[src/rtl/mips_pkg.sv]
// mips_pkg: shared encodings for the single-cycle MIPS control path.
// Holds opcode/funct values, the one-hot ALUCtrl codes, the EXTCtrl and
// DatatoReg encodings, and the packed decode record used by
// mips_controller.
package mips_pkg;

  // Opcode field, instr[31:26]
  localparam logic [5:0] OP_RTYPE = 6'b000000;
  localparam logic [5:0] OP_J     = 6'b000010;
  localparam logic [5:0] OP_JAL   = 6'b000011;
  localparam logic [5:0] OP_BEQ   = 6'b000100;
  localparam logic [5:0] OP_ORI   = 6'b001101;
  localparam logic [5:0] OP_LUI   = 6'b001111;
  localparam logic [5:0] OP_LW    = 6'b100011;
  localparam logic [5:0] OP_SW    = 6'b101011;

  // Funct field, instr[5:0], meaningful only for OP_RTYPE
  localparam logic [5:0] FN_NOP  = 6'b000000;
  localparam logic [5:0] FN_JR   = 6'b001000;
  localparam logic [5:0] FN_ADDU = 6'b100001;
  localparam logic [5:0] FN_SUBU = 6'b100011;

  // One-hot ALU operations
  localparam logic [7:0] ALU_ADD   = 8'h01;
  localparam logic [7:0] ALU_SUB   = 8'h02;
  localparam logic [7:0] ALU_OR    = 8'h04;
  localparam logic [7:0] ALU_PASSB = 8'h08;

  // Immediate extension
  localparam logic [1:0] EXT_ZERO = 2'b00;
  localparam logic [1:0] EXT_SIGN = 2'b01;
  localparam logic [1:0] EXT_LUI  = 2'b10;

  // Register write-data source
  localparam logic [1:0] D2R_ALU = 2'b00;
  localparam logic [1:0] D2R_DM  = 2'b01;
  localparam logic [1:0] D2R_PC4 = 2'b10;

  // Non-ALU decode outputs, grouped so the decoder can clear them in one go.
  typedef struct packed {
    logic       is_br;
    logic       jump;
    logic       jtype;
    logic       reg_a3_sel;
    logic       save_ra;
    logic [1:0] data_to_reg;
    logic       reg_we;
    logic       alub_sel;
    logic       dm_we;
    logic [1:0] ext_ctrl;
    logic       illegal;
  } ctrl_t;

  // True for every encoding the datapath implements.
  function automatic logic is_legal(input logic [5:0] op, input logic [5:0] fn);
    logic ok;
    ok = 1'b0;
    case (op)
      OP_RTYPE: ok = (fn == FN_ADDU) || (fn == FN_SUBU) ||
                     (fn == FN_JR)   || (fn == FN_NOP);
      OP_J, OP_JAL, OP_BEQ, OP_ORI, OP_LUI, OP_LW, OP_SW: ok = 1'b1;
      default: ok = 1'b0;
    endcase
    return ok;
  endfunction

endpackage

[src/rtl/mips_alu_dec.sv]
// mips_alu_dec: ALU operation decoder.
// Ports:
//   Opcode  in  6  instr[31:26]
//   Funct   in  6  instr[5:0]
//   ALUCtrl out 8  one-hot ALU operation; ADD for everything not listed,
//                  including illegal encodings.
module mips_alu_dec
  import mips_pkg::*;
(
  input  logic [5:0] Opcode,
  input  logic [5:0] Funct,
  output logic [7:0] ALUCtrl
);

  always_comb begin
    ALUCtrl = ALU_ADD;
    case (Opcode)
      OP_RTYPE: if (Funct == FN_SUBU) ALUCtrl = ALU_SUB;
      OP_ORI:   ALUCtrl = ALU_OR;
      OP_BEQ:   ALUCtrl = ALU_SUB;
      OP_LUI:   ALUCtrl = ALU_PASSB;
      default:  ALUCtrl = ALU_ADD;
    endcase
  end

endmodule

[src/rtl/mips_controller.sv]
// mips_controller: combinational main decoder for the single-cycle MIPS
// datapath, plus an optional sticky illegal-instruction flag.
// Build option: CTRL_ILLEGAL_STICKY_EN -- when defined, IllegalSticky is a
// flop (async active-low reset) that accumulates Illegal; otherwise it is
// tied low and clk/rst_n are unused.
// Ports:
//   clk, rst_n        clock and async active-low reset (sticky flag only)
//   Opcode, Funct     instruction fields
//   IsBr, Jump, JType branch/jump controls
//   RegA3Sel, SaveRA  write-register select / force $31
//   DatatoReg         write-data source (00 ALU, 01 DM, 10 PC+4)
//   RegWE, ALUBSel    register write enable, ALU B = immediate
//   DMWE              data-memory write enable
//   EXTCtrl           immediate extension (00 zero, 01 sign, 10 <<16)
//   ALUCtrl           one-hot ALU operation
//   Illegal           current encoding unsupported (combinational)
//   IllegalSticky     registered OR of Illegal since reset
module mips_controller
  import mips_pkg::*;
(
  input  logic       clk,
  input  logic       rst_n,
  input  logic [5:0] Opcode,
  input  logic [5:0] Funct,
  output logic       IsBr,
  output logic       Jump,
  output logic       JType,
  output logic       RegA3Sel,
  output logic       SaveRA,
  output logic [1:0] DatatoReg,
  output logic       RegWE,
  output logic       ALUBSel,
  output logic       DMWE,
  output logic [1:0] EXTCtrl,
  output logic [7:0] ALUCtrl,
  output logic       Illegal,
  output logic       IllegalSticky
);

  ctrl_t ctrl;

  mips_alu_dec u_alu_dec (
    .Opcode  (Opcode),
    .Funct   (Funct),
    .ALUCtrl (ALUCtrl)
  );

  always_comb begin
    ctrl         = '0;
    ctrl.illegal = !is_legal(Opcode, Funct);
    case (Opcode)
      OP_RTYPE: begin
        case (Funct)
          FN_ADDU, FN_SUBU: begin
            ctrl.reg_we     = 1'b1;
            ctrl.reg_a3_sel = 1'b1;
          end
          FN_JR: begin
            ctrl.jump  = 1'b1;
            ctrl.jtype = 1'b1;
          end
          default: ;
        endcase
      end
      OP_ORI: begin
        ctrl.reg_we   = 1'b1;
        ctrl.alub_sel = 1'b1;
        ctrl.ext_ctrl = EXT_ZERO;
      end
      OP_LW: begin
        ctrl.reg_we      = 1'b1;
        ctrl.alub_sel    = 1'b1;
        ctrl.ext_ctrl    = EXT_SIGN;
        ctrl.data_to_reg = D2R_DM;
      end
      OP_SW: begin
        ctrl.dm_we    = 1'b1;
        ctrl.alub_sel = 1'b1;
        ctrl.ext_ctrl = EXT_SIGN;
      end
      OP_BEQ: begin
        ctrl.is_br    = 1'b1;
        ctrl.ext_ctrl = EXT_SIGN;
      end
      OP_LUI: begin
        ctrl.reg_we   = 1'b1;
        ctrl.alub_sel = 1'b1;
        ctrl.ext_ctrl = EXT_LUI;
      end
      OP_J: begin
        ctrl.jump = 1'b1;
      end
      OP_JAL: begin
        ctrl.jump        = 1'b1;
        ctrl.reg_we      = 1'b1;
        ctrl.save_ra     = 1'b1;
        ctrl.data_to_reg = D2R_PC4;
      end
      default: ;
    endcase
  end

  assign IsBr      = ctrl.is_br;
  assign Jump      = ctrl.jump;
  assign JType     = ctrl.jtype;
  assign RegA3Sel  = ctrl.reg_a3_sel;
  assign SaveRA    = ctrl.save_ra;
  assign DatatoReg = ctrl.data_to_reg;
  assign RegWE     = ctrl.reg_we;
  assign ALUBSel   = ctrl.alub_sel;
  assign DMWE      = ctrl.dm_we;
  assign EXTCtrl   = ctrl.ext_ctrl;
  assign Illegal   = ctrl.illegal;

`ifdef CTRL_ILLEGAL_STICKY_EN
  logic sticky_q;
  logic sticky_d;

  assign sticky_d = sticky_q | ctrl.illegal;

  always_ff @(posedge clk or negedge rst_n) begin
    if (!rst_n) sticky_q <= 1'b0;
    else        sticky_q <= sticky_d;
  end

  assign IllegalSticky = sticky_q;
`else
  // Clock and reset have no load in this build.
  logic unused_clk_rst;
  assign unused_clk_rst = clk ^ rst_n;
  assign IllegalSticky  = 1'b0;
`endif

endmodule

[config.mk]
export PLATFORM = sky130hd
export DESIGN_NAME = mips_controller
export DESIGN_NICKNAME = d
export VERILOG_FILES = /design/src/rtl/mips_pkg.sv /design/src/rtl/mips_alu_dec.sv /design/src/rtl/mips_controller.sv
export SDC_FILE = /design/constraint.sdc
export NUM_CORES = 1
export LEC_CHECK = 0
export ABC_AREA = 1
export BUFFER_PORTS_ARGS = -buffer_cell sky130_fd_sc_hd__buf_2
export CAP_MARGIN = 20
export CORE_AREA = 2 2 39 41
export DETAILED_ROUTE_END_ITERATION = 7
export DIE_AREA = 0 0 41 43
export GPL_TIMING_DRIVEN = 0
export PLACE_DENSITY = 0.63
export SLEW_MARGIN = 25
export SYNTH_ARGS = -nofsm -noshare
export SYNTH_HDL_FRONTEND = slang
export SYNTH_SLANG_ARGS = --single-unit
export TNS_END_PERCENT = 50
[constraint.sdc]
create_clock -name vclk -period 1.8
set_clock_uncertainty 0.15 [all_clocks]
set_input_delay 0.45 -clock vclk [all_inputs]
set_output_delay 0.45 -clock vclk [all_outputs]
set_load 0.05 [all_outputs]
==> Word-level counts from Yosys, hierarchy flattened <==
Index checks and enable logic that the tools add are counted.
{ "word_totals": {"inputBits": 14, "output_inout_bits": 22, "register_bits": 0} }
{ "op_classes": {"n_eq_ne": 10, "mux": 14, "n_reduce_logical": 12} }
{ "op_table": {"columns": ["cell", "count"], "rows": [
  ["6-bit equality test, second input constant", 4],
  ["6-bit by 4-bit equality test with 1-bit output, second input constant", 3],
  ["4-bit one-hot mux with 4 select lines", 1],
  ["6-bit by 2-bit equality test with 1-bit output, second input constant", 2],
  ["6-bit zero test", 2],
  ["2-bit one-hot mux with 2 select lines", 2],
  ["4-bit OR reduction", 2],
  ["7-bit OR reduction", 1],
  ["6-bit by 3-bit equality test with 1-bit output, second input constant", 1],
  ["2-bit two-way mux", 3],
  ["1-bit one-hot mux with 2 select lines", 3],
  ["1-bit two-way mux", 5],
  ["2-bit OR reduction", 2],
  ["1-bit logical OR", 3],
  ["3-bit OR reduction", 1],
  ["1-bit zero test", 1]
]} }

==> Logic depth before layout (Yosys ltp) <==
Gate-level depths: netlist of run 1.
{ "logic_depth": {"depth_word": 6, "mapped_depth": 7, "mapped_depth_nobuf": 7} }

==> By module <==
From an unflattened synthesis of run 1, not the netlist that was laid out.
{ "hier_totals": {"hier_cells": 91, "area_unflattened_um2": 452.9} }
{ "modules_own_cells": {"columns": ["module", "cells_per_inst", "n_inst", "area_per_inst_um2"], "rows": [
  ["mips_controller", 57, 1, 290.3],
  ["mips_alu_dec", 34, 1, 162.7]
]} }

==> Worst setup path after synthesis of run 1 <==
No wires, ideal clock.
{ "synth_timing": {"path_type": "input port to output port", "startpoint": "input port Opcode[5]", "endpoint": "output port DatatoReg[1]", "n_path_buf": 1, "path_stages": 4, "setup_slack_ns": -0.951, "required_time_ns": 1.200, "arrival_ns": 2.151, "cell_sequence": "nor2_4 > inv_2 > nor3_1 > buf_4"} }
{ "synth_via": {"elab_chain_cells": 2, "elab_cells_between_ends": 3} }
{ "synth_lines": {"columns": ["item", "line", "rtl"], "rows": [
  ["start, declared", "mips_controller.sv:23", "input logic [5:0] Opcode,"],
  ["6-bit by 2-bit equality test with 1-bit output or 6-bit equality test (tied branches)", "mips_controller.sv:51", "case (Opcode)"],
  ["2-bit one-hot mux with 2 select lines *", "mips_controller.sv:51", null],
  ["end, declared", "mips_controller.sv:30", "output logic [1:0] DatatoReg,"]
]} }
Mark *: on every way between the ends. The rest lies on a longest branch, timed or not.

==> Final worst setup path of run 1 <==
{ "layout_timing": {"startpoint": "input port Opcode[5]", "endpoint": "output port ALUCtrl[0]"} }
{ "layout_via": {"elab_chain_cells": 2, "elab_cells_between_ends": 5} }
{ "layout_lines": {"columns": ["item", "line", "rtl"], "rows": [
  ["6-bit by 4-bit equality test with 1-bit output (tied with other cells)", "mips_alu_dec.sv:17", "case (Opcode)"],
  ["4-bit one-hot mux with 4 select lines *", "mips_alu_dec.sv:17", null],
  ["end, declared", "mips_controller.sv:35", "output logic [7:0] ALUCtrl,"]
]} }
Marked as above.

==> flow_summary.json, run 1 <==
{
  "outcome": "complete, but fails checks",
  "violations": "negative setup slack",
  "grt_pass1_vias": 457,
  "start_util_pct": 23.2,
  "nets": 119,
  "worstPathArrival_ns": 1.38,
  "cp-end-kind": "output pin",
  "post_synth_num_cell_types": 16,
  "instances_no_fill": 119,
  "pwr-share-seq_pct": 0,
  "ant_nets": 0,
  "drt_iter0_markers": 4,
  "routedWlPerCell_um": 9.15,
  "vias": 504,
  "p_int_w": 0.0000574,
  "post-route-period-util_pct": 110,
  "synthCells": 67,
  "clockPowerShare_pct": 0,
  "leakagePower_nw": 0.394,
  "syn2layout_area_growth_pct": 151,
  "fmax_mhz": 506,
  "min_period_ns": 1.98,
  "drive_gt1_share_pct": 68.9,
  "synth_area_um2": 322,
  "design_area_um2": 807,
  "syn_avg_cell_area_um2": 4.80,
  "crit_required_ns": 1.20,
  "power_frac_comb_pct": 100.0,
  "dp_slack_ns": -0.345,
  "cts_hold_buf": 0,
  "synth_warnings": 0,
  "dieArea_mm2": 0.00176,
  "p_sw_w": 0.000100,
  "portBuffers": 29,
  "slew_violations": 0,
  "holdCritPathClass": "input pin to output pin",
  "ir_drop_mv": 0.103,
  "dpl.hpwl_um": 862,
  "grt_usage_pct": 12.9,
  "rsz0062_at_grt": "true",
  "switching_share_pct": 63.6,
  "dpl.cell_count": 116,
  "drc": 0,
  "synth_seq_area_share_pct": 0,
  "hold_viol": 0,
  "grt_max_degree": 7,
  "grt_overflow": 0,
  "first_pass_iters": 4,
  "place_congestion": 0.775,
  "antenna_found_initial": 0,
  "dpl-instance-area_um2": 607,
  "setup_ws_ns": -0.177,
  "routed_wl_mm": 1.09,
  "pin_count": 36,
  "crit_fanout": 6,
  "cp-start-kind": "input pin",
  "setup_viol": 16,
  "regArea_um2": 0,
  "fp-row-count": 14,
  "setup_tns_ns": -1.60,
  "seq_cells": 0,
  "nClkBuffers": 0,
  "maxCapViolCount": 0,
  "die_y_um": 43,
  "antennaDiodeCount": 0,
  "core_mm2": 0.00138,
  "via_per_inst": 4.24,
  "critical_path_class": "input pin to output pin",
  "grt_pass1_wl_mm": 1.72,
  "die_x_um": 41,
  "powerDensity_mw_per_mm2": 195
}
-- synth_stat cells (2+ instances only) --
library cell / n / share of area, %
nor2_1: 17 / 20
nand2_1: 12 / 14
inv_1: 10 / 12
buf_4: 6 / 14
nand3_1: 6 / 9.3
nor2_2: 4 / 7.8
inv_2: 2 / 2.3
nor4_1: 2 / 3.9
-- worst max-delay path: stages --
cell and delay [ns]:
buf_6 0.10, nor2_4 0.20, nand3_2 0.18, clkinvlp_4 0.11, nor2_1 0.04, nand2_2 0.08
clkinvlp_4 0.07, buf_6 0.14
-- power groups by stage --
stage | combinational (W) | clock (W) | sequential (W)
2_1_floorplan | 0.0000946 | 0 | 0
3_3_place_gp | 0.000126 | 0 | 0
3_5_place_dp | 0.000127 | 0 | 0
4_1_cts | 0.000152 | 0 | 0
5_1_grt | 0.000167 | 0 | 0
6_report | 0.000158 | 0 | 0
-- per-layer routing --
layer  global-route usage [%]  share of wire (%)  up-vias
li1                         -                  -      269
met1                     16.8                 40      223
met2                     23.4                 56       12
met3                    0.524                3.9        0
met4                        0                  0        0
met5                        0                  0        -
-- final cells by class --
type,instances,area (um2)
well taps,16,20.0
plain buffers,6,48.8
fillers,135,577
repair buffers,32,305
multi-input cells,53,374
inverters,12,58.8
-- cell families (layout without fill, tap and decap cells) --
logic type,after synthesis,count (layout),share of synthesized area (%)
buf+inv,18,50,28.0
simple gates,46,46,66.9
compound gates,2,2,3.89
other cells,1,5,1.17
-- final timing paths --
kind	from	to	slack (ns)	cells after the start
worst min-delay path	Opcode[1]	ALUCtrl[2]	1.08	3
worst max-delay path	Opcode[5]	ALUCtrl[0]	-0.18	8
-- cells in the final DEF (no fill, tap or decap) --
master	synthesis	layout
nor2_4	1	6
nand3_2	1	3
buf_6	0	13
buf_2	0	9
nor4_4	0	2
nor3_4	0	1
nand2_1	12	4
clkinvlp_4	0	3
buf_8	0	4
or2_1	1	1
buf_12	0	1
nor2_1	17	11
inv_4	0	1
inv_2	2	2
nand2_2	1	8
conb_1	1	5
nor2_2	4	5
buf_4	6	11
o21ai_0	1	1
nand3_1	6	4
nand2_4	0	1
inv_1	10	6
o21bai_4	0	1
-- stage by stage --
stage / hold slack, ns / total power (W) / util (%)
CTS: 1.07 / 0.000152 / 56.6
global route: 1.09 / 0.000167 / 58.3
global placement: 1.14 / 0.000126 / 43.9
finish: 1.08 / 0.000158 / 58.3
detailed placement: 1.15 / 0.000127 / 43.9
floorplan: 0.846 / 0.0000946 / -
-- timing repair --
| action | CTS | global route |
|---|---|---|
| endpoints found under the setup margin | 17 | 16 |
| gates cloned | 0 | 0 |
| setup buffers | 2 | 1 |
| pin swaps | 4 | 1 |
| resized for setup | 48 | 1 |
(Power assumes the default switching activity.)
==> run 2: changes to the inputs <==
--- a/config.mk
+++ b/config.mk
@@ -8,11 +8,12 @@
 export ABC_AREA = 1
 export BUFFER_PORTS_ARGS = -buffer_cell sky130_fd_sc_hd__buf_2
 export CAP_MARGIN = 20
-export CORE_AREA = 2 2 39 41
+export CELL_PAD_IN_SITES_DETAIL_PLACEMENT = 0
+export CELL_PAD_IN_SITES_GLOBAL_PLACEMENT = 1
+export CORE_UTILIZATION = 21
 export DETAILED_ROUTE_END_ITERATION = 7
-export DIE_AREA = 0 0 41 43
 export GPL_TIMING_DRIVEN = 0
-export PLACE_DENSITY = 0.63
+export PLACE_DENSITY = 0.91
 export SLEW_MARGIN = 25
 export SYNTH_ARGS = -nofsm -noshare
 export SYNTH_HDL_FRONTEND = slang
==> run 2 against run 1 <==
Compared with the run above:
- the run still ends with negative setup slack left
- die area decreased by 4.0%
- global-route usage shrank 0.37 points
- flip-flop and latch count unchanged
- critical path depth stayed put
- combinational power is essentially flat
- count of clock-buffer cells in the layout did not move
- total power fell by 0.92%
- setup slack better by 0.024 ns
- worst hold slack gained 0.013 ns
==> flow_summary.json, run 2 (synthesis gave the netlist of run 1 again) <==
{
  "first_pass_iters": 2,
  "routedWlPerCell_um": 8.34,
  "die_x_um": 41.1,
  "dpl-instance-area_um2": 606,
  "cp_common_cell": "clkinvlp_4",
  "maxCapViolCount": 0,
  "min_from": "Opcode[1]",
  "violations": "negative setup slack",
  "worstPathArrival_ns": 1.35,
  "start_util_pct": 23.5,
  "dieArea_mm2": 0.00169,
  "design_area_um2": 820,
  "wl_met3_um": 56,
  "wl_met2_um": 524,
  "slowest_delay_ns": 0.19,
  "holdCritPathClass": "input pin to output pin",
  "slew_violations": 0,
  "ir_drop_mv": 0.107,
  "multi_input_area_um2": 388,
  "nClkBuffers": 0,
  "seq_cells": 0,
  "cp-end-kind": "output pin",
  "core_mm2": 0.00137,
  "leakagePower_nw": 0.393,
  "ant_nets": 0,
  "cpMaxStageDelayCell": "nor2_4",
  "rsz0062_at_grt": "true",
  "crit_required_ns": 1.20,
  "powerDensity_mw_per_mm2": 191,
  "die_y_um": 41.1,
  "setup_viol": 13,
  "grt_pass1_vias": 394,
  "path_cells": "buf_6 -> nor2_4 -> nand3_2 -> clkinvlp_4 -> nor2_1 -> nand2_2 -> clkinvlp_4 -> buf_8",
  "grt_overflow": 0,
  "holdPathStages": 3,
  "cts_hold_buf": 0,
  "dpl.cell_count": 115,
  "cp-start-kind": "input pin",
  "hold_viol": 0,
  "vias": 501,
  "mostFrequentLayoutCell": "buf_6",
  "outcome": "complete, but fails checks",
  "nets": 118,
  "antennaDiodeCount": 0,
  "fp-row-count": 13,
  "dpl.hpwl_um": 801,
  "syn2layout_area_growth_pct": 155,
  "fillers": 136,
  "routed_wl_um": 976,
  "grt_max_degree": 7,
  "critical_path_class": "input pin to output pin",
  "pin_count": 36,
  "layout_common_cells": "buf_6, nor2_1, buf_4",
  "instances_no_fill": 117,
  "antenna_found_initial": 0,
  "place_congestion": 0.729,
  "drc": 0,
  "setup_ws_ns": -0.152,
  "grt_usage_pct": 12.5,
  "drt_iter0_markers": 2,
  "hold_ws_ns": 1.09,
  "fmax_mhz": 512,
  "portBuffers": 29,
  "via_per_inst": 4.28,
  "wl_met1_um": 395,
  "regArea_um2": 0,
  "post-route-period-util_pct": 108,
  "grt_pass1_wl_mm": 1.52,
  "dr.max_layer_used": "met3",
  "crit_fanout": 6,
  "hold_end": "ALUCtrl[2]",
  "min_period_ns": 1.95,
  "drive_gt1_share_pct": 69.6
}
## run 2: changes by cell type in the layout (fill, tap and decap cells not counted), sizes merged
cell,change
clkbuf,+1
buf,-2
## run 2: worst max path at each step
stage                     slack [ns]  cells past startpoint      start         end
after floorplan                -0.22                      6  Opcode[5]  ALUCtrl[0]
after global placement         -0.35                      7  Opcode[5]       RegWE
after detailed placement       -0.33                      7  Opcode[5]       RegWE
after CTS                      -0.16                      8  Opcode[5]  ALUCtrl[0]
after global routing           -0.23                      8  Opcode[4]  ALUCtrl[0]
final                          -0.15                      8  Opcode[4]  ALUCtrl[0]
## run 2: report_power, final
part	leakage (nW)	switching (W)	total [W]	internal [W]
Combinational	0.393	0.000100	0.000156	0.0000558
Clock	0	0	0	0
Sequential	0	0	0	0
## run 2: timing repair
item                       4_1_cts  5_1_grt
pin swaps                        9        5
resized for setup               51        6
buffers inserted                 2        0
setup endpoints to repair       17       17
gates cloned                     0        0
## run 2: worst max-delay path, delay by kind of cell
| family | cells | cell delay [ns] |
|---|---|---|
| simple gates | 4 | 0.47 |
| buf+inv | 4 | 0.43 |
## run 2: final cells by class
type	instances	share of cell area, %
plain buffers	6	5.95
well taps	15	2.29
inverters	12	7.18
multi-input cells	53	47.3
repair buffers	31	37.3
## run 2: metal layers
| layer | up-vias | global-route usage (%) |
|---|---|---|
| li1 | 267 | - |
| met1 | 219 | 15.6 |
| met2 | 15 | 24.6 |
| met3 | 0 | 0.543 |
| met4 | 0 | 0 |
| met5 | - | 0 |
## run 2: metrics by stage
step	utilization, %	total power, W	TNS [ns]	setup slack (ns)
2_1_floorplan	-	0.0000946	-1.95	-0.222
3_3_place_gp	44.3	0.000126	-3.40	-0.350
3_5_place_dp	44.3	0.000127	-3.43	-0.330
4_1_cts	58.5	0.000154	-1.10	-0.158
5_1_grt	60.0	0.000167	-2.00	-0.233
6_report	60.0	0.000156	-1.05	-0.152
==> run 3: changes to the inputs <==
--- a/config.mk
+++ b/config.mk
@@ -10,10 +10,10 @@
 export CAP_MARGIN = 20
 export CELL_PAD_IN_SITES_DETAIL_PLACEMENT = 0
 export CELL_PAD_IN_SITES_GLOBAL_PLACEMENT = 1
-export CORE_UTILIZATION = 21
+export CORE_UTILIZATION = 20
 export DETAILED_ROUTE_END_ITERATION = 7
 export GPL_TIMING_DRIVEN = 0
-export PLACE_DENSITY = 0.91
+export PLACE_DENSITY = 0.88
 export SLEW_MARGIN = 25
 export SYNTH_ARGS = -nofsm -noshare
 export SYNTH_HDL_FRONTEND = slang
==> constraint.sdc (replaced) <==
create_clock -name vclk -period 2.2
set_clock_uncertainty 0.15 [all_clocks]
set_input_delay 0.55 -clock vclk [all_inputs]
set_output_delay 0.55 -clock vclk [all_outputs]
set_load 0.05 [all_outputs]
==> run 3 against run 2 <==
Compared with the run above:
- the flow now finishes without violations
- combinational power down 34%
- global-route usage decreased by 3.1 points
- via count fell by 4.6%
- non-clock buffer count is 2 lower
- flip-flop and latch count unchanged
- critical path depth is 1 higher
- die area rose by 4.7%
- first-iteration DRC count up 50%
- largest cell class unchanged
==> flow_summary.json, run 3 (synthesis gave the netlist of run 1 again) <==
{
  "ir_drop_mv": 0.0631,
  "fp-row-count": 14,
  "dieArea_mm2": 0.00177,
  "layout_common_cells": "buf_2, nor2_1, buf_4",
  "grt_usage_pct": 9.41,
  "crit_required_ns": 1.50,
  "drive_gt1_share_pct": 58.0,
  "mostFrequentLayoutCell": "buf_2",
  "instances_no_fill": 116,
  "die_y_um": 42.1,
  "holdCritPathClass": "input pin to output pin",
  "ant_nets": 0,
  "antennaDiodeCount": 0,
  "routed_wl_um": 935,
  "grt_max_degree": 7,
  "cts_hold_buf": 0,
  "syn2layout_area_growth_pct": 91.8,
  "grt_pass1_wl_mm": 1.43,
  "setup_viol": 0,
  "seq_cells": 0,
  "design_area_um2": 617,
  "powerDensity_mw_per_mm2": 167,
  "cp-start-kind": "input pin",
  "regArea_um2": 0,
  "pin_count": 36,
  "crit_fanout": 5,
  "antenna_found_initial": 0,
  "grt_overflow": 0,
  "postCtsSetupBuffers": 0,
  "fmax_mhz": 464,
  "total_power_w": 0.000103,
  "rsz0062_at_grt": "true",
  "nets": 116,
  "die_x_um": 42.1,
  "grt_pass1_vias": 379,
  "start_util_pct": 21.3,
  "post-route-period-util_pct": 98.0,
  "cp-end-kind": "output pin",
  "fillers": 166,
  "hold_viol": 0,
  "outcome": "completed",
  "dpl.cell_count": 116,
  "routedWlPerCell_um": 8.06,
  "multi_input_area_um2": 324,
  "slew_violations": 0,
  "min_period_ns": 2.16,
  "first_pass_iters": 4,
  "drc": 0,
  "maxCapViolCount": 0,
  "place_congestion": 0.776,
  "core_mm2": 0.00151,
  "worstPathArrival_ns": 1.46,
  "via_per_inst": 4.12,
  "dpl.hpwl_um": 801,
  "critical_path_class": "input pin to output pin",
  "vias": 478,
  "nClkBuffers": 0,
  "portBuffers": 29,
  "dpl-instance-area_um2": 544,
  "leakagePower_nw": 0.362,
  "drt_iter0_markers": 3
}
==> run 3: cell count changes in the layout (fill, tap and decap cells not counted), moves of 3 or more <==
cell	change
nand2_2	-3
buf_6	-9
buf_8	-6
clkinvlp_4	-3
nand2_1	+4
inv_1	+3
buf_2	+13
==> run 3: final timing paths <==
kind / from / end / cells past startpoint
worst max-delay path: Opcode[1] / Illegal / 9
worst min-delay path: Opcode[1] / ALUCtrl[2] / 3
==> run 3: per-stage QoR <==
| step | TNS [ns] | setup slack, ns | util, % | hold slack [ns] |
|---|---|---|---|---|
| 6_report | 0 | 0.0446 | 40.9 | 1.31 |
| 5_1_grt | -0.0187 | -0.0187 | 40.9 | 1.33 |
| 4_1_cts | 0 | 0.00285 | 37.1 | 1.32 |
| 3_5_place_dp | -0.285 | -0.0985 | 36.1 | 1.33 |
| 3_3_place_gp | -0.181 | -0.0735 | 36.1 | 1.33 |
| 2_1_floorplan | -0.700 | -0.141 | - | 1.13 |
==> run 3: area by class of cell <==
class	instances	area share, %
inverters	12	7.30
repair buffers	29	29.6
well taps	16	3.25
plain buffers	6	7.30
multi-input cells	53	52.5
==> run 3: repair_timing <==
item | CTS | global route
setup endpoints to repair | 5 | 8
resized for setup | 6 | 22
hold endpoints to repair | 0 | 0
cloned | 0 | 0
pin swaps | 0 | 1
==> run 3: power breakdown <==
| group | switching [W] | internal [W] | total [W] | leakage [nW] |
|---|---|---|---|---|
| Combinational | 0.0000724 | 0.0000308 | 0.000103 | 0.362 |
| Sequential | 0 | 0 | 0 | 0 |
| Clock | 0 | 0 | 0 | 0 |
| Total | 0.0000724 | 0.0000308 | 0.000103 | 0.362 |
==> run 3: critical path, stage by stage <==
cell	delay, ns
buf_2	0.14
nand2_2	0.14
inv_1	0.07
nand3_2	0.11
nand2_2	0.06
inv_1	0.06
nand2_2	0.05
nor2_4	0.07
buf_4	0.19
==> run 3: metal layers <==
| layer | vias up | GRT usage (%) | wire length [um] |
|---|---|---|---|
| li1 | 258 | - | - |
| met1 | 204 | 13.2 | 422 |
| met2 | 16 | 16.9 | 455 |
| met3 | 0 | 0.431 | 57 |
| met4 | 0 | 0 | 0 |
| met5 | - | 0 | 0 |
